<file path="config.mk">
export PLATFORM = sky130hd
export DESIGN_NAME = pitch_to_cv
export DESIGN_NICKNAME = d
export VERILOG_FILES = /design/src/rtl/pitch_to_cv_pkg.sv /design/src/rtl/period_log2.sv /design/src/rtl/pitch_to_cv.sv
export SDC_FILE = /design/constraint.sdc
export NUM_CORES = 1
export LEC_CHECK = 0
export ABC_CLOCK_PERIOD_IN_PS = 5100
export BUFFER_PORTS_ARGS = -buffer_cell sky130_fd_sc_hd__buf_2
export CAP_MARGIN = 20
export CORE_MARGIN = 1
export CORE_UTILIZATION = 35
export CTS_CLUSTER_DIAMETER = 50
export DETAILED_ROUTE_END_ITERATION = 10
export GPL_ROUTABILITY_DRIVEN = 0
export SLEW_MARGIN = 40
export SYNTH_ARGS = -nofsm -noshare
export SYNTH_HDL_FRONTEND = slang
export SYNTH_SLANG_ARGS = --single-unit
export TNS_END_PERCENT = 30
</file>
<file path="constraint.sdc">
create_clock -name clk -period 5.1 [get_ports clk]
set_input_delay 0.51 -clock clk [delete_from_list [all_inputs] [get_ports clk]]
set_output_delay 0.51 -clock clk [all_outputs]
set_load 0.005 [all_outputs]
</file>
<file path="src/rtl/pitch_to_cv_pkg.sv">
// pitch_to_cv_pkg: shared types and constants for the pitch tracker.
//   cmp_state_e  - hysteresis comparator state (LOW / HIGH)
//   cv_state_e   - period-to-V/Oct converter state (IDLE / NORM / LOOKUP / SUM)
//   log2_lut_entry() - one entry of the mantissa table,
//                      round(4000 * log2(1 + i/256)), evaluated at elaboration
package pitch_to_cv_pkg;

  typedef enum logic {CMP_LOW, CMP_HIGH} cmp_state_e;
  typedef enum logic [1:0] {CV_IDLE, CV_NORM, CV_LOOKUP, CV_SUM} cv_state_e;

  localparam int COUNTS_PER_VOLT = 4000;
  localparam int GATE_HIGH       = 20000;
  localparam int SQUARE_AMP      = 20000;

  // Fractional log2 by repeated squaring in 1.30 fixed point: each squaring
  // doubles the log, so an overflow past 2.0 yields the next fraction bit.
  // This reproduces log2_lut.hex without needing the file at build time.
  function automatic logic [11:0] log2_lut_entry(input int unsigned i);
    logic [63:0] x;
    logic [31:0] frac;
    logic [63:0] acc;
    x    = 64'(256 + i) << 22;
    frac = '0;
    for (int k = 0; k < 20; k++) begin
      x    = (x * x) >> 30;
      frac = frac << 1;
      if (x[31]) begin
        frac[0] = 1'b1;
        x       = x >> 1;
      end
    end
    acc = 64'(frac) * 64'(COUNTS_PER_VOLT) + 64'(1 << 19);
    return acc[31:20];
  endfunction

endpackage

</file>
<file path="src/rtl/period_log2.sv">
// period_log2: converts a period in samples to V/Oct counts,
//   r = CV_OFFSET - 4000*e - LUT[m], with P normalised to 1.m * 2^e.
// Ports:
//   clk, rst   - clock, synchronous active-high reset (abandons a conversion)
//   start_i    - start strobe; ignored unless idle (crossing dropped)
//   period_i   - period P in samples, must be nonzero
//   done_o     - one-cycle strobe, r_o valid with it
//   r_o        - result saturated to 16-bit signed
module period_log2
  import pitch_to_cv_pkg::*;
#(
  parameter int CV_OFFSET = 46078
) (
  input  logic               clk,
  input  logic               rst,
  input  logic               start_i,
  input  logic [15:0]        period_i,
  output logic               done_o,
  output logic signed [15:0] r_o
);

  localparam logic signed [17:0] OFS = 18'(CV_OFFSET);

  cv_state_e          state_q;
  logic [15:0]        norm_q;
  logic [3:0]         shift_q;
  logic [11:0]        lut_q;
  logic               done_q;
  logic signed [15:0] r_q;

  logic [11:0] lut [256];
  for (genvar gi = 0; gi < 256; gi++) begin : g_lut
    localparam logic [11:0] ENTRY = log2_lut_entry(gi);
    assign lut[gi] = ENTRY;
  end

  logic [3:0]         exp_w;
  logic [17:0]        ev_w;
  logic signed [17:0] r_w;
  logic signed [15:0] r_sat;

  assign exp_w = 4'd15 - shift_q;
  assign ev_w  = 18'(COUNTS_PER_VOLT) * {14'd0, exp_w};
  assign r_w   = OFS - $signed(ev_w) - $signed({6'd0, lut_q});

  always_comb begin
    r_sat = r_w[15:0];
    if (r_w > 18'sd32767)       r_sat = 16'sh7fff;
    else if (r_w < -18'sd32768) r_sat = 16'sh8000;
  end

  always_ff @(posedge clk) begin
    if (rst) begin
      state_q <= CV_IDLE;
      norm_q  <= '0;
      shift_q <= '0;
      lut_q   <= '0;
      done_q  <= 1'b0;
      r_q     <= '0;
    end else begin
      done_q <= 1'b0;
      case (state_q)
        CV_IDLE: begin
          // A zero period would never normalise; never sent, but keep it safe.
          if (start_i && period_i != '0) begin
            norm_q  <= period_i;
            shift_q <= '0;
            state_q <= CV_NORM;
          end
        end
        CV_NORM: begin
          if (norm_q[15]) begin
            state_q <= CV_LOOKUP;
          end else begin
            norm_q  <= norm_q << 1;
            shift_q <= shift_q + 4'd1;
          end
        end
        CV_LOOKUP: begin
          lut_q   <= lut[norm_q[14:7]];
          state_q <= CV_SUM;
        end
        CV_SUM: begin
          r_q     <= r_sat;
          done_q  <= 1'b1;
          state_q <= CV_IDLE;
        end
        default: state_q <= CV_IDLE;
      endcase
    end
  end

  assign done_o = done_q;
  assign r_o    = r_q;

endmodule

</file>
<file path="src/rtl/pitch_to_cv.sv">
// pitch_to_cv: pitch tracker, audio period in -> 1V/Oct CV out (C3 = +3V).
// Ports:
//   clk, rst          - system clock, synchronous active-high reset
//   sample_clk        - sample strobe; rising edge of its registered copy = tick
//   sample_in0        - audio to track; sample_in1..3, jack unused
//   sample_out0       - V/Oct CV (holds across timeouts)
//   sample_out1       - lock gate, GATE_HIGH when locked
//   sample_out2       - squared input, +/-SQUARE_AMP from comparator state
//   sample_out3       - constant 0
// Build option: define PITCH_TO_CV_SLEW_EN for a one-pole glide on
// sample_out0, y += (r - y) >>> 3 per conversion.
module pitch_to_cv
  import pitch_to_cv_pkg::*;
#(
  parameter int W          = 16,
  parameter int HYST       = 400,
  parameter int PERIOD_MIN = 4,
  parameter int PERIOD_MAX = 4800,
  parameter int CV_OFFSET  = 46078
) (
  input  logic                clk,
  input  logic                rst,
  input  logic                sample_clk,
  input  logic signed [W-1:0] sample_in0,
  input  logic signed [W-1:0] sample_in1,
  input  logic signed [W-1:0] sample_in2,
  input  logic signed [W-1:0] sample_in3,
  output logic signed [W-1:0] sample_out0,
  output logic signed [W-1:0] sample_out1,
  output logic signed [W-1:0] sample_out2,
  output logic signed [W-1:0] sample_out3,
  input  logic [7:0]          jack
);

  localparam logic signed [W-1:0] HYST_POS = W'(HYST);
  localparam logic signed [W-1:0] HYST_NEG = W'(-HYST);
  localparam logic [15:0]         PMIN     = 16'(PERIOD_MIN);
  localparam logic [15:0]         PMAX     = 16'(PERIOD_MAX);
  localparam logic signed [W-1:0] GATE_ON  = W'(GATE_HIGH);
  localparam logic signed [W-1:0] SQ_HI    = W'(SQUARE_AMP);
  localparam logic signed [W-1:0] SQ_LO    = W'(-SQUARE_AMP);

  logic               sclk_q, sclk_prev_q, tick;
  cmp_state_e         cmp_q, cmp_d;
  logic [15:0]        cnt_q, cnt_d, cnt_inc, p_q, p_d, p_meas;
  logic               armed_q, armed_d;
  logic [1:0]         vcnt_q, vcnt_d;
  logic               start_q, start_d, rise;
  logic signed [W-1:0] out0_q, out0_d, out1_q, out1_d, out2_q, out2_d;
  logic               conv_done;
  logic signed [15:0] conv_r;
`ifdef PITCH_TO_CV_SLEW_EN
  logic signed [18:0] y_q, y_d;
  logic               first_q, first_d;
`endif

  logic unused_in;
  assign unused_in = ^{sample_in1, sample_in2, sample_in3, jack};

  assign tick = sclk_q & ~sclk_prev_q;

  always_comb begin
    cmp_d   = cmp_q;
    cnt_d   = cnt_q;
    p_d     = p_q;
    armed_d = armed_q;
    vcnt_d  = vcnt_q;
    start_d = 1'b0;
    out0_d  = out0_q;
    out1_d  = out1_q;
    out2_d  = out2_q;
    rise    = 1'b0;
`ifdef PITCH_TO_CV_SLEW_EN
    y_d     = y_q;
    first_d = first_q;
`endif
    cnt_inc = (cnt_q >= PMAX) ? PMAX : cnt_q + 16'd1;
    // The crossing tick itself counts toward the period.
    p_meas  = cnt_q + 16'd1;

    if (tick) begin
      if (cmp_q == CMP_LOW && sample_in0 > HYST_POS) begin
        cmp_d = CMP_HIGH;
        rise  = 1'b1;
      end else if (cmp_q == CMP_HIGH && sample_in0 < HYST_NEG) begin
        cmp_d = CMP_LOW;
      end
      out2_d = (cmp_d == CMP_HIGH) ? SQ_HI : SQ_LO;

      if (rise) begin
        cnt_d = '0;
        // Glitch-short periods neither arm nor convert.
        if (p_meas >= PMIN) begin
          if (!armed_q) begin
            armed_d = 1'b1;
`ifdef PITCH_TO_CV_SLEW_EN
            first_d = 1'b1;
`endif
          end else begin
            start_d = 1'b1;
            p_d     = p_meas;
            vcnt_d  = (vcnt_q == 2'd2) ? 2'd2 : vcnt_q + 2'd1;
          end
        end
      end else begin
        cnt_d = cnt_inc;
        if (cnt_inc == PMAX) begin
          armed_d = 1'b0;
          vcnt_d  = '0;
        end
      end
      out1_d = (vcnt_d == 2'd2) ? GATE_ON : '0;
    end

    if (conv_done) begin
`ifdef PITCH_TO_CV_SLEW_EN
      if (first_q) y_d = 19'(conv_r);
      else         y_d = y_q + ((19'(conv_r) - y_q) >>> 3);
      first_d = 1'b0;
      out0_d  = W'(y_d);
`else
      out0_d = W'(conv_r);
`endif
    end
  end

  always_ff @(posedge clk) begin
    if (rst) begin
      sclk_q      <= 1'b0;
      sclk_prev_q <= 1'b0;
      cmp_q       <= CMP_LOW;
      cnt_q       <= '0;
      p_q         <= '0;
      armed_q     <= 1'b0;
      vcnt_q      <= '0;
      start_q     <= 1'b0;
      out0_q      <= '0;
      out1_q      <= '0;
      out2_q      <= '0;
`ifdef PITCH_TO_CV_SLEW_EN
      y_q         <= '0;
      first_q     <= 1'b1;
`endif
    end else begin
      sclk_q      <= sample_clk;
      sclk_prev_q <= sclk_q;
      cmp_q       <= cmp_d;
      cnt_q       <= cnt_d;
      p_q         <= p_d;
      armed_q     <= armed_d;
      vcnt_q      <= vcnt_d;
      start_q     <= start_d;
      out0_q      <= out0_d;
      out1_q      <= out1_d;
      out2_q      <= out2_d;
`ifdef PITCH_TO_CV_SLEW_EN
      y_q         <= y_d;
      first_q     <= first_d;
`endif
    end
  end

  period_log2 #(.CV_OFFSET(CV_OFFSET)) u_period_log2 (
    .clk      (clk),
    .rst      (rst),
    .start_i  (start_q),
    .period_i (p_q),
    .done_o   (conv_done),
    .r_o      (conv_r)
  );

  assign sample_out0 = out0_q;
  assign sample_out1 = out1_q;
  assign sample_out2 = out2_q;
  assign sample_out3 = '0;

endmodule

</file>
==> results of run 1 <==
==> critical path, delay by kind of cell, from the launching register on <==
family | cells | cell delay, ns
adders and majority gates | 5 | 1.73
buffers and inverters | 4 | 0.47
AOI/OAI and AO/OA | 5 | 0.92
and+or+nand+nor | 3 | 0.66
DFF | 1 | 0.49
xor gates and xnor gates | 1 | 0.19
==> how the worst max path moves through the flow <==
stage                             start               endpoint  slack (ns)  cells after the start
2_1_floorplan  u_period_log2.shift_q[1]  u_period_log2.r_o[10]        0.72                     17
3_3_place_gp   u_period_log2.shift_q[2]  u_period_log2.r_o[13]        0.63                     18
3_5_place_dp   u_period_log2.shift_q[2]  u_period_log2.r_o[13]        0.57                     18
4_1_cts        u_period_log2.shift_q[2]  u_period_log2.r_o[13]        0.55                     18
5_1_grt        u_period_log2.shift_q[2]   u_period_log2.r_o[1]        0.08                     18
6_report       u_period_log2.shift_q[2]   u_period_log2.r_o[3]        0.51                     18
==> synth_stat cells, drive strengths merged (5+ instances only) <==
| library cell | count |
|---|---|
| xnor2 | 21 |
| or2 | 6 |
| a211oi | 53 |
| a21oi | 92 |
| xor2 | 12 |
| nand4 | 11 |
| o311ai | 8 |
| a22oi | 6 |
| nand2b | 38 |
| a21boi | 7 |
| mux2i | 33 |
| and2 | 12 |
| nand3b | 6 |
| o211ai | 41 |
| a311oi | 15 |
| nand2 | 98 |
| nor3 | 30 |
| or3 | 20 |
| o31ai | 8 |
| a31oi | 14 |
| clkbuf | 94 |
| and3 | 8 |
| nor2b | 12 |
| a221oi | 13 |
| a21o | 11 |
| ha | 47 |
| inv | 47 |
| o21ai | 87 |
| a211o | 5 |
| nand3 | 33 |
| dfxtp | 109 |
| nor2 | 144 |
| fa | 7 |
| buf | 66 |
| o22ai | 9 |
| nor4 | 8 |
==> cell families after synthesis <==
logic type	Yosys count	share of synthesized area
and+or+nand+nor	439	0.222
AOI/OAI and AO/OA	412	0.292
buffers and inverters	208	0.106
DFF	109	0.228
adders and majority gates	54	0.0760
muxes	37	0.0439
xor gates and xnor gates	34	0.0325
other	1	0.000391
==> layer usage <==
layer	share of wire	GRT usage	vias to the layer above
met5	0	0	-
met4	0.025	0.0634	0
met3	0.050	0.0203	53
met2	0.46	0.298	319
met1	0.47	0.254	4314
li1	-	-	4528
==> power groups by stage <==
stage / clock network, W / registers [W] / logic (W)
floorplan: 0 / 0.000968 / 0.00235
global placement: 0 / 0.00113 / 0.00294
detailed placement: 0 / 0.00112 / 0.00294
CTS: 0.000737 / 0.00110 / 0.00295
global route: 0.000770 / 0.00108 / 0.00337
finish: 0.000723 / 0.00107 / 0.00309
==> stage by stage <==
step	cells	cell area [um^2]	hold slack [ns]	util
2_1_floorplan	1325	9700	0.446	-
3_3_place_gp	1575	9690	0.449	0.361
3_5_place_dp	1577	9710	0.461	0.361
4_1_cts	1593	10000	0.370	0.373
5_1_grt	1594	10000	0.389	0.374
6_report	1594	10000	0.374	0.374
==> registers in the layout, summed over array words and instances (netlist names) <==
name / cells
cnt_q: 16
p_q: 16
sample_out0: 16
u_period_log2.norm_q: 16
u_period_log2.r_o: 16
u_period_log2.lut_q: 12
u_period_log2.shift_q: 4
sample_out2: 3
u_period_log2.state_q: 2
vcnt_q: 2
armed_q: 1
sample_out1: 1
sclk_prev_q: 1
sclk_q: 1
start_q: 1
u_period_log2.done_o: 1
==> area by class of cell <==
cell class                      instances  share of cell area
Sequential cell                       109               0.218
Clock buffer                           10              0.0238
Inverter                               48              0.0179
Tap cell                              341              0.0425
Timing Repair Buffer                   72              0.0430
Clock inverter                          6             0.00685
Multi-Input combinational cell       1008               0.648
==> results.json, run 1 <==
{
  "whs_path_depth": 2,
  "dieHeight_um": 167,
  "fillers": 2869,
  "numCtsBuffers": 9,
  "worst_slew_pin_slew_ns": 0.854,
  "final_cell_mix": "nor2_1, dfxtp_1, nand2_1, a21oi_1, o21ai_0",
  "io-pin-count": 139,
  "netlist_top_cells_area": "dfxtp_1, ha_1, nor2_1, a21oi_1, o21ai_0",
  "hold_class": "in -> reg",
  "drive_gt1_frac": 0.0998,
  "die_area_um2": 28000,
  "diodes": 0,
  "maxCapViolCount": 0,
  "status": "complete, no violations",
  "syn_to_final_growth_pct": 4.80,
  "reg2reg_to": "u_period_log2.r_o[3]",
  "reg2reg_depth": 18,
  "insertion_delay_ns": 0.35,
  "switching_power_w": 0.00246,
  "grt_overflow": 0,
  "postCtsSetupBuffers": 0,
  "ys_async_sr_fraction": 0,
  "r2r_setup_slack_ns": 0.51,
  "cp_cell_sequence": "inv_1 -> ha_1 -> inv_1 -> fa_1 -> inv_1 -> ha_1 -> a21o_1 -> a21oi_1 -> xor2_1 -> ha_1 -> ha_1 -> o211ai_1 -> nor3b_1 -> and3b_1 -> nand4_1 -> buf_4 -> o211ai_1 -> a211oi_1",
  "cp_common_cell": "ha_1",
  "crit_type": "reg -> reg",
  "avgSynthCellArea_um2": 7.41,
  "finalCritPeriodShare": 0.900,
  "synth.top_cell.area_share": 0.228,
  "cts.sinks": 109,
  "slowest_stage": "fa_1",
  "cp_data_arrival_time_ns": 4.80,
  "critPathMaxFanout": 15,
  "fin_setup_tns_ns": 0,
  "vdd.ir_drop.worst_uv": 227,
  "critPathMaxStageDelay_ns": 0.55,
  "clkTransAtPathRegs_ns": 0.07,
  "routed_wirelength_um": 26300,
  "synth-seq-cells": 109,
  "total_power_w": 0.00488,
  "cts_tree": "done",
  "ys_warn_count": 0,
  "initial_core_util": 0.357,
  "cp-start-kind": "flip-flop",
  "ys_types": 86,
  "synth.largest_area_cell": "dfxtp_1",
  "setup_slack_ns": 0.508,
  "slew_viol_final": 0,
  "clockBufferDepth": 2,
  "synthCells": 1294,
  "grt_max_degree": 97,
  "required_ns": 5.30,
  "antenna_found_initial": 0,
  "rows": 60,
  "seqCellArea_um2": 2190,
  "drtPass1Iterations": 5,
  "cts_root_buf": "clkbuf_16",
  "vias": 9214,
  "ys_seq_area_frac": 0.228,
  "hpwl_um": 18000,
  "avgRoutedWirePerCell_um": 16.5,
  "crit_path_end_kind": "flip-flop",
  "drcViolationCount": 0,
  "placement.setup.worst_slack_ns": 0.569,
  "p_int_w": 0.00242,
  "swShare": 0.504,
  "core_area_um2": 26900,
  "layout_commonest_cell": "nor2_1",
  "first_iter_violations": 807,
  "finalHoldViolations": 0,
  "leakage_nw": 3.62,
  "skew_ns": 0.00819,
  "hold_buffers": 0,
  "hold_path_end": "sclk_q",
  "htreeDepth": 3,
  "pwr-share-comb": 0.633,
  "period_needed_ns": 4.59,
  "power-per-cell-area_nw_per_um2": 486,
  "nets": 1377,
  "synthFlopType": "dfxtp_1",
  "synth_edf_count": 0,
  "setup_viol": 0,
  "viasPerCell": 5.78,
  "grt_setup_unrepaired": "false",
  "clockPowerShare": 0.148,
  "die_w_um": 167,
  "cts_resized": 0,
  "worstReg2RegStart": "u_period_log2.shift_q[2]",
  "multi_input_area_um2": 6510,
  "track_usage": 0.184,
  "slew_headroom": 0.428,
  "sequentialPowerShare": 0.219,
  "grt_pass1_vias": 8581,
  "drtAntennaViolNets": 0,
  "grt_first_pass_wirelength_um": 43500,
  "syn-cell-area_um2": 9580,
  "holdCritStartpoint": "sample_clk",
  "portBuffers": 50,
  "fmaxAchievable_ghz": 0.218
}
(Power assumes the default switching activity.)
==> run 2: changes to the inputs <==
--- a/config.mk
+++ b/config.mk
@@ -5,6 +5,7 @@
 export SDC_FILE = /design/constraint.sdc
 export NUM_CORES = 1
 export LEC_CHECK = 0
+export ABC_AREA = 1
 export ABC_CLOCK_PERIOD_IN_PS = 5100
 export BUFFER_PORTS_ARGS = -buffer_cell sky130_fd_sc_hd__buf_2
 export CAP_MARGIN = 20
==> results.json, run 2 <==
{
  "status": "complete, no violations",
  "worst_slew_pin_slew_ns": 0.846,
  "viasPerCell": 5.37,
  "vdd.ir_drop.worst_uv": 193,
  "synth-compound-area-share": 0.231,
  "grt_max_degree": 51,
  "cp-start-kind": "flip-flop",
  "grt_pass1_vias": 8589,
  "p_int_w": 0.00231,
  "ys_async_sr_fraction": 0,
  "power-per-cell-area_nw_per_um2": 495,
  "fmaxAchievable_ghz": 0.221,
  "syn-cell-area_um2": 8850,
  "drcViolationCount": 0,
  "leakage_nw": 4.38,
  "rows": 57,
  "total_power_w": 0.00468,
  "synth.most_common_cell": "nand2_1",
  "drtAntennaViolNets": 0,
  "dieHeight_um": 161,
  "seqCellArea_um2": 2180,
  "period_needed_ns": 4.52,
  "synth.largest_area_cell": "dfxtp_1",
  "synth_common_cells": "nand2_1, inv_1, nor2_1, o21ai_0, dfxtp_1",
  "routed_wirelength_um": 25000,
  "critPathMaxFanout": 15,
  "finalCritPeriodShare": 0.886,
  "swShare": 0.506,
  "clockBufferDepth": 2,
  "first_iter_violations": 1210,
  "synth-seq-cells": 109,
  "ys_types": 50,
  "avgSynthCellArea_um2": 6.39,
  "clkTransAtPathRegs_ns": 0.07,
  "portBuffers": 50,
  "worstReg2RegStart": "u_period_log2.shift_q[1]",
  "fillers": 2689,
  "hpwl_um": 17700,
  "grt_overflow": 0,
  "finalHoldViolations": 0,
  "track_usage": 0.194,
  "synthMuxAreaShare": 0.00113,
  "htreeDepth": 3,
  "critPathLaunch": "u_period_log2.shift_q[1]",
  "nets": 1515,
  "crit_path_end_kind": "flip-flop",
  "diodes": 0,
  "synthFlopType": "dfxtp_1",
  "insertion_delay_ns": 0.35,
  "fin_area_um2": 9450,
  "synthAdderAreaFrac": 0.0822,
  "cts_tree": "done",
  "vias": 9208,
  "holdCritStartpoint": "sample_clk",
  "skew_ns": 0.00782,
  "synth-xor-area-share": 0.0235,
  "slew_viol_final": 0,
  "numCtsBuffers": 9,
  "crit_type": "reg -> reg",
  "grt_setup_unrepaired": "false",
  "synth_edf_count": 0,
  "syn_to_final_growth_pct": 6.74,
  "drive_gt1_frac": 0.0769,
  "synth_top_family_by_area": "simple AND/OR/NAND/NOR gates",
  "sequentialPowerShare": 0.232,
  "initial_core_util": 0.361,
  "slew_headroom": 0.436,
  "required_ns": 5.34,
  "synth_simple_gate_area_frac": 0.270,
  "setup_viol": 0,
  "whs_ns": 0.362,
  "cp_data_arrival_time_ns": 4.76,
  "synth.top_cell.area_share": 0.246,
  "die_area_um2": 25900,
  "netlist_top_cells_area": "dfxtp_1, nand2_1, o21ai_0, inv_1, ha_1",
  "drtPass1Iterations": 7,
  "avgRoutedWirePerCell_um": 14.6,
  "clockPowerShare": 0.168,
  "die_w_um": 161,
  "io-pin-count": 139,
  "grt_first_pass_wirelength_um": 41900,
  "ys_seq_area_frac": 0.246,
  "antenna_found_initial": 0,
  "pwr-share-comb": 0.600,
  "multi_input_area_um2": 5500,
  "cts.sinks": 109,
  "cts_root_buf": "clkbuf_16",
  "core_area_um2": 24500,
  "synthCells": 1386,
  "hold_class": "in -> reg",
  "ys_warn_count": 0,
  "final_cell_mix": "nand2_1, inv_1, nor2_1, o21ai_0, dfxtp_1",
  "hold_buffers": 0,
  "fin_setup_tns_ns": 0,
  "switching_power_w": 0.00237,
  "place_area_um2": 9090,
  "layout_commonest_cell": "nand2_1",
  "maxCapViolCount": 0
}
-- run 2: cell count changes in the layout (fill, tap and decap cells not counted), sizes merged, moves of 12 or more --
cell,previous run,this run
mux2i,33,1
nand2b,38,0
xnor2,21,6
o211ai,41,21
o21ai,87,137
nand3,33,96
a311oi,15,1
or3,20,0
inv,49,177
nor2b,12,0
a21oi,92,107
nor3,30,15
nand2,98,290
a211oi,53,12
-- run 2: through the flow --
stage          worst slack (ns)   util  instances
6_report                  0.579  0.385       1715
5_1_grt                   0.124  0.385       1715
3_3_place_gp              0.452  0.371       1698
2_1_floorplan             0.659      -       1417
3_5_place_dp              0.395  0.371       1698
4_1_cts                   0.373  0.384       1714
-- run 2: final cells by class --
class,count,share of cell area
Tap cell,324,0.0429
Timing Repair Buffer,61,0.0368
Inverter,181,0.0719
Sequential cell,109,0.231
Clock buffer,9,0.0238
Multi-Input combinational cell,1024,0.582
Clock inverter,7,0.0114
-- run 2: path summary, 6_finish.rpt --
kind	to	slack, ns	cells past startpoint
max	u_period_log2.r_o[8]	0.58	24
min	sclk_q	0.36	3
max reg2reg	u_period_log2.r_o[8]	0.58	24
min reg2reg	sclk_prev_q	0.45	2
-- run 2: metal layers --
metal | vias up | routed length, um | global-route usage
met4 | 0 | 1020 | 0.0870
met1 | 4004 | 10600 | 0.248
met5 | - | 0 | 0
met2 | 535 | 11200 | 0.315
met3 | 127 | 2170 | 0.0385
li1 | 4542 | - | -
-- run 2: power groups by stage --
stage / Combinational (W) / Sequential (W) / Clock [W]
finish: 0.00281 / 0.00108 / 0.000786
global route: 0.00311 / 0.00110 / 0.000842
CTS: 0.00270 / 0.00108 / 0.000808
detailed placement: 0.00268 / 0.00110 / 0
global placement: 0.00272 / 0.00110 / 0
floorplan: 0.00211 / 0.00105 / 0
-- run 2: repair_timing --
item / in CTS / in global routing
endpoints found under the setup margin: 0 / 15
buffers inserted: 0 / 1
resized for setup: 0 / 0
-- run 2: worst max-delay path, stage by stage, from the launching register on --
cell and delay [ns]:
dfxtp_1 0.33, inv_1 0.12, fa_1 0.66, inv_1 0.08
fa_1 0.50, inv_1 0.04, ha_1 0.41, nand2_1 0.08
nand2_1 0.08, inv_1 0.05, nand2_1 0.07, nand2_1 0.07
and2_1 0.14, ha_1 0.29, ha_1 0.34, nand2_1 0.07
inv_1 0.08, nand3_1 0.08, o2111ai_1 0.29, nor2_1 0.09
nand2_1 0.10, nand2_2 0.07, a21oi_4 0.14, buf_12 0.16
a21oi_1 0.07
-- run 2: cell families (layout without fill, tap and decap cells) --
group | count (synthesis) | in the layout
other cells | 1 | 32
fa+ha+maj | 54 | 54
compound gates | 347 | 347
buf+inv | 284 | 258
xor+xnor | 22 | 22
flops | 109 | 109
simple gates | 568 | 568
mux | 1 | 1
